[src/rtl/fb_pkg.sv]
// Shared types and helpers for the framebuffer write/read ports.
// Holds the port FSM state encoding and the buffer pixel-count helper.
package fb_pkg;

    typedef enum logic [1:0] {
        IDLE  = 2'd0,
        CLEAR = 2'd1,
        READY = 2'd2
    } fb_state_t;

    function automatic int pixel_count(input int width, input int height);
        return width * height;
    endfunction

endpackage

[src/rtl/fb_addr_calc.sv]
// Registered y*WIDTH+x linear address stage with valid/flag/data passthrough.
// Inputs must already be in range; the read side reuses this stage unchanged.
module fb_addr_calc #(
    parameter int CORDW = 16,
    parameter int WIDTH = 320,
    parameter int ADDRW = 16,
    parameter int DATAW = 4
) (
    input  logic             clk,
    input  logic             rst,
    input  logic             flush,
    input  logic             in_valid,
    input  logic             in_flag,
    input  logic [CORDW-1:0] in_x,
    input  logic [CORDW-1:0] in_y,
    input  logic [DATAW-1:0] in_data,
    output logic             out_valid,
    output logic             out_flag,
    output logic [ADDRW-1:0] out_addr,
    output logic [DATAW-1:0] out_data
);

    logic [ADDRW-1:0] x_a;
    logic [ADDRW-1:0] y_a;
    logic [ADDRW-1:0] w_a;

    assign x_a = ADDRW'(in_x);
    assign y_a = ADDRW'(in_y);
    assign w_a = ADDRW'(WIDTH);

    always_ff @(posedge clk or posedge rst) begin
        if (rst) begin
            out_valid <= 1'b0;
            out_flag  <= 1'b0;
            out_addr  <= '0;
            out_data  <= '0;
        end else begin
            out_valid <= in_valid & ~flush;
            out_flag  <= in_flag;
            out_addr  <= y_a * w_a + x_a;
            out_data  <= in_data;
        end
    end

endmodule

[src/rtl/fb_write_port.sv]
// Framebuffer write port: frame-start clear FSM, pixel clipping and BRAM write port.
// Optional macro FB_WRITE_STATS_EN adds saturating written/clipped pixel counters.
module fb_write_port
    import fb_pkg::*;
#(
    parameter int CORDW  = 16,
    parameter int WIDTH  = 320,
    parameter int HEIGHT = 180,
    parameter int CIDXW  = 4,
    localparam int ADDRW = $clog2(WIDTH*HEIGHT)
) (
    input  logic             clk,
    input  logic             rst,
    input  logic             frame_start,
    input  logic             clear_en,
    input  logic [CIDXW-1:0] bgidx,
    input  logic             we,
    input  logic [CORDW-1:0] x,
    input  logic [CORDW-1:0] y,
    input  logic [CIDXW-1:0] cidx,
    output logic             busy,
    output logic             wready,
    output logic             clip,
    output logic             mem_we,
    output logic [ADDRW-1:0] mem_addr,
    output logic [CIDXW-1:0] mem_data
`ifdef FB_WRITE_STATS_EN
    ,
    output logic [31:0]      stat_written,
    output logic [31:0]      stat_clipped
`endif
);

    localparam int PIXELS = pixel_count(WIDTH, HEIGHT);
    localparam logic signed [CORDW-1:0] WIDTH_S  = CORDW'(WIDTH);
    localparam logic signed [CORDW-1:0] HEIGHT_S = CORDW'(HEIGHT);
    localparam logic [ADDRW:0] LAST_CNT = (ADDRW+1)'(PIXELS);

    fb_state_t        state;
    logic [ADDRW:0]   clr_cnt;
    logic             clr_we;
    logic [ADDRW-1:0] clr_addr;
    logic [CIDXW-1:0] clr_data;

    logic                    s1_valid;
    logic signed [CORDW-1:0] s1_x;
    logic signed [CORDW-1:0] s1_y;
    logic [CIDXW-1:0]        s1_cidx;
    logic                    s1_out;
    logic [CORDW-1:0]        s1_x_safe;
    logic [CORDW-1:0]        s1_y_safe;

    logic             s2_valid;
    logic             s2_out;
    logic [ADDRW-1:0] s2_addr;
    logic [CIDXW-1:0] s2_data;
    logic             pix_we;

    // frame_start always wins: it re-samples the clear settings and restarts from address 0.
    // The first clear write is issued on the frame_start edge so the clear spans exactly PIXELS cycles.
    always_ff @(posedge clk or posedge rst) begin
        if (rst) begin
            state    <= IDLE;
            busy     <= 1'b1;
            wready   <= 1'b0;
            clr_cnt  <= '0;
            clr_we   <= 1'b0;
            clr_addr <= '0;
            clr_data <= '0;
        end else if (frame_start) begin
            clr_data <= bgidx;
            clr_addr <= '0;
            if (clear_en) begin
                state   <= CLEAR;
                busy    <= 1'b1;
                wready  <= 1'b0;
                clr_we  <= 1'b1;
                clr_cnt <= (ADDRW+1)'(1);
            end else begin
                state   <= READY;
                busy    <= 1'b0;
                wready  <= 1'b1;
                clr_we  <= 1'b0;
                clr_cnt <= '0;
            end
        end else begin
            case (state)
                CLEAR: begin
                    if (clr_cnt == LAST_CNT) begin
                        state  <= READY;
                        busy   <= 1'b0;
                        wready <= 1'b1;
                        clr_we <= 1'b0;
                    end else begin
                        clr_we   <= 1'b1;
                        clr_addr <= clr_cnt[ADDRW-1:0];
                        clr_cnt  <= clr_cnt + 1'b1;
                    end
                end
                default: begin
                    clr_we <= 1'b0;
                end
            endcase
        end
    end

    always_ff @(posedge clk or posedge rst) begin
        if (rst) begin
            s1_valid <= 1'b0;
            s1_x     <= '0;
            s1_y     <= '0;
            s1_cidx  <= '0;
        end else begin
            s1_valid <= we & ~busy & ~frame_start;
            s1_x     <= x;
            s1_y     <= y;
            s1_cidx  <= cidx;
        end
    end

    assign s1_out = (s1_x < 0) | (s1_x >= WIDTH_S) | (s1_y < 0) | (s1_y >= HEIGHT_S);

    // Out-of-range coordinates are zeroed so the multiplier only ever sees in-range values.
    assign s1_x_safe = s1_out ? '0 : s1_x;
    assign s1_y_safe = s1_out ? '0 : s1_y;

    fb_addr_calc #(
        .CORDW (CORDW),
        .WIDTH (WIDTH),
        .ADDRW (ADDRW),
        .DATAW (CIDXW)
    ) u_addr_calc (
        .clk       (clk),
        .rst       (rst),
        .flush     (frame_start),
        .in_valid  (s1_valid),
        .in_flag   (s1_out),
        .in_x      (s1_x_safe),
        .in_y      (s1_y_safe),
        .in_data   (s1_cidx),
        .out_valid (s2_valid),
        .out_flag  (s2_out),
        .out_addr  (s2_addr),
        .out_data  (s2_data)
    );

    // Clear writes and pixel writes never overlap, so a plain mux feeds the single BRAM port.
    assign pix_we   = s2_valid & ~s2_out;
    assign clip     = s2_valid & s2_out;
    assign mem_we   = clr_we | pix_we;
    assign mem_addr = clr_we ? clr_addr : s2_addr;
    assign mem_data = clr_we ? clr_data : s2_data;

`ifdef FB_WRITE_STATS_EN
    always_ff @(posedge clk or posedge rst) begin
        if (rst) begin
            stat_written <= '0;
            stat_clipped <= '0;
        end else if (frame_start) begin
            stat_written <= '0;
            stat_clipped <= '0;
        end else begin
            if (pix_we && (stat_written != 32'hFFFF_FFFF)) begin
                stat_written <= stat_written + 32'd1;
            end
            if (clip && (stat_clipped != 32'hFFFF_FFFF)) begin
                stat_clipped <= stat_clipped + 32'd1;
            end
        end
    end
`else
    // Statistics disabled: no counters are built.
`endif

endmodule
[config.mk]
export PLATFORM = sky130hd
export DESIGN_NAME = fb_write_port
export DESIGN_NICKNAME = d
export VERILOG_FILES = /design/src/rtl/fb_pkg.sv /design/src/rtl/fb_addr_calc.sv /design/src/rtl/fb_write_port.sv
export SDC_FILE = /design/constraint.sdc
export NUM_CORES = 1
export LEC_CHECK = 0
export CORE_ASPECT_RATIO = 0.8
export CORE_UTILIZATION = 60
export CTS_BUF_LIST = sky130_fd_sc_hd__clkbuf_8
export DETAILED_ROUTE_END_ITERATION = 10
export PLACE_DENSITY = 0.95
export SKIP_LAST_GASP = 1
export SYNTH_ARGS = -nofsm -noshare
export SYNTH_HDL_FRONTEND = slang
export SYNTH_SLANG_ARGS = --single-unit
[constraint.sdc]
create_clock -name clk -period 9.8 [get_ports clk]
set_input_delay 1.96 -clock clk [delete_from_list [all_inputs] [get_ports clk]]
set_output_delay 1.96 -clock clk [all_outputs]
set_load 0.05 [all_outputs]
# [Word level (Yosys, flattened, before mapping)]
# Index checks and enable logic that the tools add are counted.
[classes] add_sub_neg=2 multipliers=1 div_mod_pow=0 n_lt_le_gt_ge=4 eq_ne=3 shift=0 mux=26 bitwise=12 reduce_logical=4
[ops] cell="$mux W16" count=6
[ops] cell="$mux W17" count=3
[ops] cell="$lt A16 B1 Y1 const B" count=2
[ops] cell="$add A17 B1 Y17 const B" count=1
[ops] cell="$eq A17 B16 Y1 const B" count=1
[ops] cell="$add A16 B16 Y16" count=1
[ops] cell="$ge A16 B10 Y1 const B" count=1
[ops] cell="$ge A16 B9 Y1 const B" count=1
[ops] cell="$mul A16 B3 Y10 const B" count=1
[ops] cell="$mux W1" count=12
[ops] cell="$mux W2" count=4
[ops] cell="$and A1 B1 Y1" count=5
[ops] cell="$mux W4" count=1
[ops] cell="$or A1 B1 Y1" count=4
[ops] cell="$reduce_and A2 Y1" count=2
[ops] cell="$reduce_bool A2 Y1" count=2
[ops] cell="$not A1 Y1" count=3
[ops] cell="$eq A2 B1 Y1 const B" count=1
[ops] cell="$ne A2 B2 Y1 const B" count=1
[totals] regBits=101 latch_bits=0 ramBits=0 romBits=0 in_bits=45 output_inout_bits=24 mem_count=0

# [Longest topological paths before layout]
# Gate-level depths: netlist of run 1.
[depth] depth_word=7 depth_mapped=18 depth_no_buf=17

# [Hierarchy]
# Synthesis of run 1 repeated with hierarchy kept, for this count alone.
[unflattened] hier_cells=398 area_unflattened_um2=4588.2
[modules_own_cells] module="fb_write_port" instances=1 cells_each=293 area_per_inst_um2=3329.4 seq_area_each_um2=1953.1
[modules_own_cells] module="fb_addr_calc" instances=1 cells_each=105 area_per_inst_um2=1258.7 seq_area_each_um2=550.5

# [Least setup slack after synthesis of run 1]
# OpenSTA, ideal clock, no wires.
[synth_path] path_type="reg2reg" from="register s1_y[2]" to="register u_addr_calc.out_addr[15]" arrival_ns=3.207 required_time_ns=9.675 path_slack_ns=6.468 path_stages_with_launch=19 path_buffers=1 period_less_slack_ns=3.332 cell_sequence="dfrtp_1 -> o211a_1 -> o21a_1 -> nor3_1 -> clkbuf_1 -> inv_1 -> nor2_1 -> ha_1 -> inv_1 -> fa_1 -> nor2b_1 -> nor3_1 -> a2bb2oi_1 -> ha_1 -> nand3_1 -> nand3b_1 -> o21ai_0 -> a31oi_1 -> xnor2_1"
[synth_between] elab_chain_len=6 word_cells_on_any_way=8 cone_classes="add/sub: 1; mul: 1; order compare: 2; mux: 2; bitwise: 2"
[synth_rtl] element="start: declaration" line="fb_write_port.sv:47" rtl="logic signed [CORDW-1:0] s1_y;"
[synth_rtl] element="start signal: assignment" line="fb_write_port.sv:116" rtl="s1_y <= y;"
[synth_rtl] element="$lt A16 B1 Y1" line="fb_write_port.sv:121" rtl="assign s1_out = (s1_x < 0) | (s1_x >= WIDTH_S) | (s1_y < 0) | (s1_y >= HEIGHT_S);"
[synth_rtl] element="$or A1 B1 Y1" line="fb_write_port.sv:121"
[synth_rtl] element="$or A1 B1 Y1 *" line="fb_write_port.sv:121"
[synth_rtl] element="named net s1_out" line="fb_write_port.sv:49" rtl="logic s1_out;"
[synth_rtl] element="$mux W16" line="fb_write_port.sv:125" rtl="assign s1_y_safe = s1_out ? '0 : s1_y;"
[synth_rtl] element="$mul A16 B3 Y10" line="fb_addr_calc.sv:40" rtl="out_addr <= y_a * w_a + x_a;"
[synth_rtl] element="$add A16 B16 Y16 *" line="fb_addr_calc.sv:40"
[synth_rtl] element="end signal: assignment" line="fb_addr_calc.sv:40"
[synth_rtl] element="end: declaration" line="fb_addr_calc.sv:19" rtl="output logic [ADDRW-1:0] out_addr,"
# The timed path passes the listed nets; every way through them passes the cells marked *.
# A chain may end at the register's enable or synchronous reset.

# [Worst setup path in the final report of run 1]
[layout_path] from="register clr_we" to="output port mem_addr[2]"
[layout_between] elab_chain_len=1
[layout_rtl] element="start: declaration" line="fb_write_port.sv:41" rtl="logic clr_we;"
[layout_rtl] element="start signal: assignment" line="fb_write_port.sv:67" rtl="clr_we <= 1'b0;"
[layout_rtl] element="start signal: assignment" line="fb_write_port.sv:77" rtl="clr_we <= 1'b1;"
[layout_rtl] element="start signal: assignment" line="fb_write_port.sv:83" rtl="clr_we <= 1'b0;"
[layout_rtl] element="$mux W16" line="fb_write_port.sv:151" rtl="assign mem_addr = clr_we ? clr_addr : s2_addr;"
[layout_rtl] element="end: declaration" line="fb_write_port.sv:25" rtl="output logic [ADDRW-1:0] mem_addr,"
# No other way between the ends.

==> metrics, run 1 <==
status complete, no violations; slew of the pin with the lowest slew margin roughly 1.1 ns; H-Tree Depth 3; count of input and output buffers 68; largest area contributor in the netlist dfrtp_1; full die area 0.00789 mm2; initial core utilization 63.8%; clock root buffer master clkbuf_8; Synth Flop Type dfrtp_1; Leak Pwr 2.50 nW; Total Routing Usage GR 26.2%; postcts setup bufs 0; Final Skew about 0.012 ns; CTS tree yes; CTS Buffer Depth 2; post-synthesis cell area about 0.0045 mm2; Max Cap Viol 0; Clk pin slew, worst setup/hold paths around 0.10 ns; Hold Violations, Final 0; hold slack roughly 0.36 ns; Vias/cell between 5 and 6; DRT Pass-1 Iters 5; Clk pwr share between 30% and 40%; initial antenna violation count 0; P&R area growth vs syn 22.4%; post-synthesis cell type count 48; total CTS buffers 9; Die Span Y 79.7 um; Inst Count DP ~530; vias in the first global route 3,237; I/O pins 69; first-pass GRT wire length 15,500 um; clk sinks 100; Setup crit end kind output port; Remaining DRCs 0; average size of a mapped cell about 12 um2; DPL Wire Length ~6400 um; crit path launch type register; Hold WC Path Type register to register; top post-synthesis cells by area dfrtp_1, mux2_2, ha_1; Pwr per Cell Area ~150 mW/mm2; Seq cells post-synth 100; WL final 9360 um; Pwr Total between 0.8 and 0.9 mW; GRT Residual Overflow 0; hold_buf cts 0; Yosys top cell area share 54.8%; Routed Antenna Nets 0; Int Pwr approximately 0.62 mW; sequential area share after synthesis between 50% and 60%; Rows 27; fillers a little over 400; Worst EP arrival between 2 and 3 ns; Post-synth EDFFs 0; fin. max-slew vios 0; setup_tns 0 ns; Warnings, synthesis 0; gate count of the mapped netlist 380; sequential share of power a little over half; maximum vdd drop ~0.11 mV; routed len/inst around 17 um; Finish-stage setup viols 0; Net Switching roughly 0.21 mW; DR iter-0 viols between 150 and 200; top-count cell post-synth dfrtp_1; unrepaired setup endpoints after global routing false; Synth top cells by count dfrtp_1, nor2_1, mux2_2, xnor2_1, ha_1; vias post-DR slightly above 3,000; ANT cells 0; chip width roughly 100 um; Net Sw Frac about a quarter; core region area between 0.007 and 0.008 mm2; Fmax achieved approximately 0.22 GHz; FFs w/ async S/R, synth 100%; CP Class register to output port; share of layout cells above drive strength 1 11.7%; worst skew pair latency ~0.37 ns; Critical Path RT ~7.8 ns; routability cong. between 0.8 and 0.9; Tmin final roughly 4.5 ns; Comb power frac roughly 11%; post-route clock period utilization 45.8%; Final Non-Filler Cells about 550; Final #Nets ~520; number of gates resized after cts 0; CP Max Fanout 21; Slew HR between 20% and 30%; largest net degree at the start of global routing 72
final cells by class:
class                   count  area, um2  share of cell area (%)
inverters                  14       55.1                   0.995
multi-input cells         259       1940                    35.0
repair buffers             71        703                    12.7
well taps                  87        109                    1.97
flip-flops and latches    100       2500                    45.2
clock buffers               9        124                    2.24
clock inverters             7        103                    1.85
critical path, stage by stage (launching register included):
cell             delay [ns]
dfrtp_1                1.02
mux2_2                 0.43
clkdlybuf4s50_1        0.71
state kept, by name, indices dropped and copies added, names as in the netlist, 4 cells and up:
| name | cells |
|---|---|
| s1_x | 16 |
| clr_addr | 16 |
| s1_y | 16 |
| clr_cnt | 17 |
| u_addr_calc.out_addr | 16 |
| s1_cidx | 4 |
| u_addr_calc.out_data | 4 |
| clr_data | 4 |
cell usage in the layout (no fill, tap or decap), types with 5 or more instances in the layout:
cell type	n
inv_1	13
and3_1	5
nor3_1	5
o21ai_0	5
nand3_1	6
xnor2_1	23
and2_1	16
xor2_1	10
nor4_1	5
clkbuf_8	9
mux2i_1	16
nand4_1	6
clkdlybuf4s50_1	68
nor2_1	45
mux2_2	24
nand2_1	14
dfrtp_1	99
conb_1	7
a21oi_1	11
ha_1	21
power groups by stage:
stage	Sequential, mW	Combinational (mW)	Clock (mW)
finish	0.438	0.0904	0.297
global route	0.440	0.0968	0.317
CTS	0.438	0.0910	0.298
detailed placement	0.446	0.0901	0
global placement	0.445	0.0874	0
floorplan	0.443	0.0550	0
per-stage QoR:
stage               setup WS (ns)  cell area, um2  utilization [%]
floorplan                    5.22            4550                -
global placement             5.80            5310             74.8
detailed placement           5.70            5310             74.8
CTS                          5.29            5540             78.0
global route                 5.20            5540             78.0
finish                       5.31            5540             78.0
cells by family (layout without fill, tap and decap cells):
family,count (synthesis),in the layout,share of synthesized area (%)
fa+ha+maj,23,23,6.47
mux,40,40,9.52
buf+inv,27,101,2.30
other cells,1,7,0.0829
compound gates,38,38,6.25
xor+xnor,33,33,6.39
flops,100,100,55.4
simple gates,118,118,13.6
path summary, 6_finish.rpt:
path / end / cells after the start / start / slack, ns
worst max-delay path: mem_addr[2] / 2 / clr_we$_DFF_PP0_ / 5.31
min in group asynchronous: s1_x[9]$_DFF_PP0_ / 2 / rst / 1.91
worst min-delay path: u_addr_calc.out_data[3]$_DFF_PP0_ / 0 / s1_cidx[3]$_DFF_PP0_ / 0.36
worst min register to register: u_addr_calc.out_data[3]$_DFF_PP0_ / 0 / s1_cidx[3]$_DFF_PP0_ / 0.36
worst max register to register: u_addr_calc.out_addr[15]$_DFF_PP0_ / 16 / s1_y[13]$_DFF_PP0_ / 5.65
max in group asynchronous: clr_addr[14]$_DFFE_PP0P_ / 3 / rst / 6.70
metal layers:
metal  vias to the layer above  share of wire, %  global-route usage, %
met3                        25               5.4                   6.48
met5                         -                 0                      0
met2                       114                51                   46.5
met4                         0               1.5                   7.79
li1                       1444                 -                      -
met1                      1519                42                   32.1
Power figures use the tool's default switching activity.
==> run 2: changes to the inputs <==
Settings changed: CORE_UTILIZATION 60 to 50, PLACE_DENSITY 0.95 to 0.88.
Clock period 9.8 ns to 3.6 ns, I/O delays scaled along.
==> metrics, run 2 (synthesized netlist as in run 1, its figures left out) <==
Die Span Y between 80 and 90 um; Hold WC Path Type register to register; Final #Nets approximately 540; DPL Wire Length 6200 um; initial core utilization 52.4%; Pwr Total between 2 and 2.5 mW; full die area 0.00943 mm2; worst path bufs/invs 3; area of the multi-input gates between 0.002 and 0.0025 mm2; fin. max-slew vios 0; Setup crit end kind register; Clk pwr share 33.4%; Leak Pwr approximately 2.6 nW; Rows 30; most frequent cells in the layout dfrtp_1, clkdlybuf4s50_1, nor2_1, mux2_2, xnor2_1; Net Switching ~0.54 mW; maximum vdd drop 0.353 mV; hold_buf cts 0; pre-CTS setup slack -0.0136 ns; vias post-DR about 3,100; Int Pwr about 1.6 mW; delay of the slowest critical-path stage 0.39 ns; clk sinks 100; Max Cap Viol 0; CTS Buffer Depth 2; Final Skew 0.00782 ns; Inst Count DP about 560; Final WS setup between 0.1 and 0.15 ns; total CTS buffers 9; Biggest register clr_cnt; max reg flops 17; Tmin final 3.47 ns; Critical Path Sink u_addr_calc.out_addr[13]$_DFF_PP0_; family with the most delay on the worst path simple AND/OR/NAND/NOR gates; Hold Violations, Final 0; vias in the first global route 3,105; Routed Antenna Nets 0; Finish-stage setup viols 0; Vias/cell approximately 5.3; Worst EP arrival around 3.7 ns; Final Non-Filler Cells 585; share of layout cells above drive strength 1 between 10% and 20%; first-pass GRT wire length between 10,000 and 15,000 um; Pwr per Cell Area approximately 380 mW/mm2; status complete, no violations; Net Sw Frac between 20% and 30%; CP Class register to register; R2R depth 15; H-Tree Depth 3; dpl cell area about 0.0054 mm2; unrepaired setup endpoints after global routing true; routed len/inst roughly 16 um; Slew HR 38.0%; GRT Residual Overflow 0; count of input and output buffers between 60 and 70; sequential share of power about 55%; CP Max Fanout 5; slew of the pin with the lowest slew margin around 0.93 ns; most common cell after layout, fill and taps aside dfrtp_1; Critical Path RT about 3.8 ns; Register Area 0.00250 mm2; initial antenna violation count 0; Cell Chain, Critical Path nor4_2 > nand4_1 > nor3_4 > buf_6 > inv_1 > nor2_1 > ha_2 > inv_1 > fa_2 > xnor2_1 > ha_1 > or2_2 > a21oi_1 > a21oi_1 > xor2_1; clock root buffer master clkbuf_8; largest net degree at the start of global routing 63; Crit-path slowest cell dfrtp_1; fillers a little over 600; crit path launch type register; hold slack 0.350 ns; final instance area ~0.0057 mm2; Remaining DRCs 0; ANT cells 0; reg2reg setup slack about 0.13 ns; Fmax achieved between 0.2 and 0.3 GHz; r2r endpoint u_addr_calc.out_addr[13]$_DFF_PP0_; reg2reg start s1_y[15]$_DFF_PP0_; Clk pin slew, worst setup/hold paths 0.09 ns; DR iter-0 viols about 120; P&R area growth vs syn 27.1%; core region area 0.00863 mm2; post-route clock period utilization between 90% and 100%; routability cong. between 0.8 and 0.9; DRT Pass-1 Iters 4; critical path launch point s1_y[15]$_DFF_PP0_; Total Routing Usage GR 20.8%; WP depth 15; I/O pins 69; chip width 108 um; CTS tree yes; Comb power frac 12.0%; WL final just over 9000 um; worst skew pair latency ~0.36 ns
[run 2: cell types whose count changed in the layout (fill, tap and decap cells not counted), sizes merged]
cell	before	now
bufinv	2	1
clkinvlp	0	3
inv	18	15
buf	3	14
clkdlybuf4s15	0	2
clkbuf	9	10
[run 2: per-stage QoR]
stage / TNS, ns / utilization, %
global route: -0.123 / 66.6
detailed placement: -0.0136 / 62.3
finish: 0 / 66.6
floorplan: 0 / -
CTS: 0 / 65.0
global placement: 0 / 62.3
[run 2: worst min-delay path by stage]
stage,from,endpoint,slack (ns),depth (start not counted)
final,s1_cidx[2]$_DFF_PP0_,u_addr_calc.out_data[2]$_DFF_PP0_,0.35,0
after detailed placement,s1_cidx[2]$_DFF_PP0_,u_addr_calc.out_data[2]$_DFF_PP0_,0.34,0
after floorplan,s1_cidx[0]$_DFF_PP0_,u_addr_calc.out_data[0]$_DFF_PP0_,0.33,0
after CTS,s1_cidx[2]$_DFF_PP0_,u_addr_calc.out_data[2]$_DFF_PP0_,0.36,0
after global routing,s1_cidx[2]$_DFF_PP0_,u_addr_calc.out_data[2]$_DFF_PP0_,0.35,0
after global placement,s1_cidx[0]$_DFF_PP0_,u_addr_calc.out_data[0]$_DFF_PP0_,0.33,0
[run 2: layout make-up]
cell class | instances | share of cell area [%]
flip-flops and latches | 100 | 43.6
multi-input cells | 259 | 35.0
clock buffers | 10 | 2.39
well taps | 112 | 2.44
inverters | 14 | 0.958
clock inverters | 6 | 1.26
repair buffers | 84 | 14.3
[run 2: power by group through the flow]
stage          Sequential [mW]  Combinational (mW)  Clock [mW]
2_1_floorplan             1.21               0.150           0
3_3_place_gp              1.20               0.250           0
3_5_place_dp              1.21               0.255           0
4_1_cts                   1.19               0.256       0.748
5_1_grt                   1.19               0.282       0.799
6_report                  1.19               0.261       0.725
[run 2: timing repair]
action,in CTS,in global routing
endpoints found under the setup margin,1,4
pin swaps,2,11
resized for setup,2,17
endpoints found under the hold margin,0,0
cloned,1,1
setup buffers,1,7
[run 2: routing by layer]
layer | wire length, um | vias to the layer above | global-route usage [%]
li1 | - | 1465 | -
met1 | 3810 | 1525 | 24.9
met2 | 4570 | 89 | 35.1
met3 | 545 | 19 | 6.88
met4 | 169 | 0 | 7.37
met5 | 0 | - | 0
[run 2: worst register-to-register path: cells and delay by family, from the launching register on]
| family | cells | cell delay (ns) |
|---|---|---|
| and+or+nand+nor | 5 | 1.20 |
| adders and majority gates | 3 | 0.90 |
| DFF | 1 | 0.39 |
| xor gates and xnor gates | 2 | 0.32 |
| AOI/OAI and AO/OA | 2 | 0.28 |
| buffers and inverters | 3 | 0.28 |
==> run 3: changes to the inputs <==
Settings changed: CORE_MARGIN from default to 2, SLEW_MARGIN from default to 20.
==> metrics, run 3 (synthesized netlist as in run 1, its figures left out) <==
status complete, no violations; most frequent cells in the layout dfrtp_1, clkdlybuf4s50_1, nor2_1, mux2_2, xnor2_1; worst skew pair latency between 0.3 and 0.4 ns; P&R area growth vs syn 27.4%; Biggest register clr_cnt; full die area between 0.009 and 0.01 mm2; CP Max Fanout 5; count of input and output buffers 68; first-pass GRT wire length 14,600 um; Final #Nets around 530; total CTS buffers 9; largest net degree at the start of global routing between 40 and 50; Slew HR about 57%; H-Tree Depth 3; DPL Wire Length around 6200 um; sequential share of power between 50% and 60%; fin. max-slew vios 0; clock root buffer master clkbuf_8; Cell Chain, Critical Path nor4_2 > nand4_1 > nor3_4 > buf_4 > clkdlybuf4s15_2 > and2_1 > ha_1 > ha_4 > inv_1 > o21bai_1 > a21oi_1 > xnor2_1 > ha_1 > o21ai_0 > a31oi_1 > xnor2_1; Final Non-Filler Cells 586; post-route clock period utilization a little under 100%; Inst Count DP 563; Register Area 0.00250 mm2; Tmin final between 3 and 4 ns; GRT Residual Overflow 0; max reg flops 17; chip width around 110 um; reg2reg setup slack about 0.057 ns; maximum vdd drop around 0.28 mV; Finish-stage setup viols 0; Comb power frac 11.1%; Leak Pwr around 2.6 nW; r2r endpoint u_addr_calc.out_addr[15]$_DFF_PP0_; Crit-path slowest cell dfrtp_1; critical path launch point s1_y[14]$_DFF_PP0_; Int Pwr 1.75 mW; vias in the first global route 3,093; Net Switching between 0.5 and 0.6 mW; CTS tree yes; Total Routing Usage GR between 10% and 20%; fillers 660; Critical Path RT about 3.9 ns; CP Class register to register; share of layout cells above drive strength 1 between 10% and 20%; R2R depth 16; I/O pins a little under 70; initial antenna violation count 0; delay of the slowest critical-path stage ~0.40 ns; Critical Path Sink u_addr_calc.out_addr[15]$_DFF_PP0_; Final Skew between 0.008 and 0.009 ns; hold slack roughly 0.36 ns; DRT Pass-1 Iters 4; Worst EP arrival approximately 3.8 ns; routed len/inst about 15 um; Final WS setup ~0.057 ns; Hold Violations, Final 0; most common cell after layout, fill and taps aside dfrtp_1; Die Span Y just under 90 um; Hold WC Path Type register to register; Remaining DRCs 0; slew of the pin with the lowest slew margin 0.638 ns; Vias/cell roughly 5.2; Pwr per Cell Area around 400 mW/mm2; pre-CTS setup slack approximately 0.077 ns; WL final just over 9000 um; initial core utilization between 50% and 60%; Net Sw Frac a little under a quarter; reg2reg start s1_y[14]$_DFF_PP0_; hold_buf cts 0; Fmax achieved 0.282 GHz; Clk pwr share 37.2%; crit path launch type register; vias post-DR slightly above 3,000; Routed Antenna Nets 0; DR iter-0 viols around 140; Max Cap Viol 0; Clk pin slew, worst setup/hold paths approximately 0.10 ns; area of the multi-input gates ~0.0020 mm2; Rows 31; post-layout util 64.6%; ANT cells 0; routability cong. 0.816; Setup crit end kind register; Pwr Total 2.30 mW; clk sinks 100; CTS Buffer Depth 2; core region area 0.00892 mm2
run 3: cell count changes in the layout (fill, tap and decap cells not counted), sizes merged:
cell	before	now
clkinv	1	0
bufinv	1	3
clkbuf	10	9
inv	15	18
buf	14	12
clkinvlp	3	0
run 3: repair_timing:
item,in CTS,in global routing
setup buffers,0,5
gates resized for setup,0,16
endpoints found under the setup margin,0,3
run 3: through the flow:
stage,setup TNS [ns],cell area [um2]
2_1_floorplan,0,4550
3_3_place_gp,0,5370
3_5_place_dp,0,5370
4_1_cts,0,5620
5_1_grt,-0.461,5760
6_report,0,5760
run 3: how the worst min path moves through the flow:
stage / startpoint / to / slack (ns) / cells after the start
after floorplan: s1_cidx[0]$_DFF_PP0_ / u_addr_calc.out_data[0]$_DFF_PP0_ / 0.33 / 0
after global placement: s1_cidx[2]$_DFF_PP0_ / u_addr_calc.out_data[2]$_DFF_PP0_ / 0.33 / 0
after detailed placement: s1_cidx[0]$_DFF_PP0_ / u_addr_calc.out_data[0]$_DFF_PP0_ / 0.34 / 0
after CTS: s1_cidx[0]$_DFF_PP0_ / u_addr_calc.out_data[0]$_DFF_PP0_ / 0.36 / 0
after global routing: s1_cidx[0]$_DFF_PP0_ / u_addr_calc.out_data[0]$_DFF_PP0_ / 0.37 / 0
final: s1_cidx[0]$_DFF_PP0_ / u_addr_calc.out_data[0]$_DFF_PP0_ / 0.36 / 0
run 3: area by class of cell:
cell class	count	share of cell area, %
Tap cell	115	2.50
Clock buffer	9	2.15
Clock inverter	7	2.13
Timing Repair Buffer	82	13.8
Inverter	14	0.955
Multi-Input combinational cell	259	35.1
Sequential cell	100	43.4
run 3: power groups by stage:
stage | logic (mW) | registers (mW) | clock network [mW]
6_report | 0.254 | 1.19 | 0.856
2_1_floorplan | 0.150 | 1.21 | 0
3_5_place_dp | 0.253 | 1.21 | 0
5_1_grt | 0.275 | 1.19 | 0.922
3_3_place_gp | 0.247 | 1.21 | 0
4_1_cts | 0.255 | 1.19 | 0.874
run 3: layer usage:
layer  part of all wire [%]  wire [um]  GRT usage (%)  vias up
li1                       -          -              -     1464
met1                     43       3870           24.8     1507
met2                     49       4470           32.5       91
met3                    6.3        569           6.12       14
met4                    1.7        151           6.25        0
met5                      0          0              0        -
run 3: worst max-delay path: cells and delay by family, from the launching register on:
family,cells,cell delay (ns)
AO/OA/AOI/OAI,4,0.46
XOR/XNOR,2,0.29
flip-flops,1,0.40
buffers and inverters,3,0.43
adder cells (fa/ha/maj),3,0.89
AND/OR/NAND/NOR,4,0.96
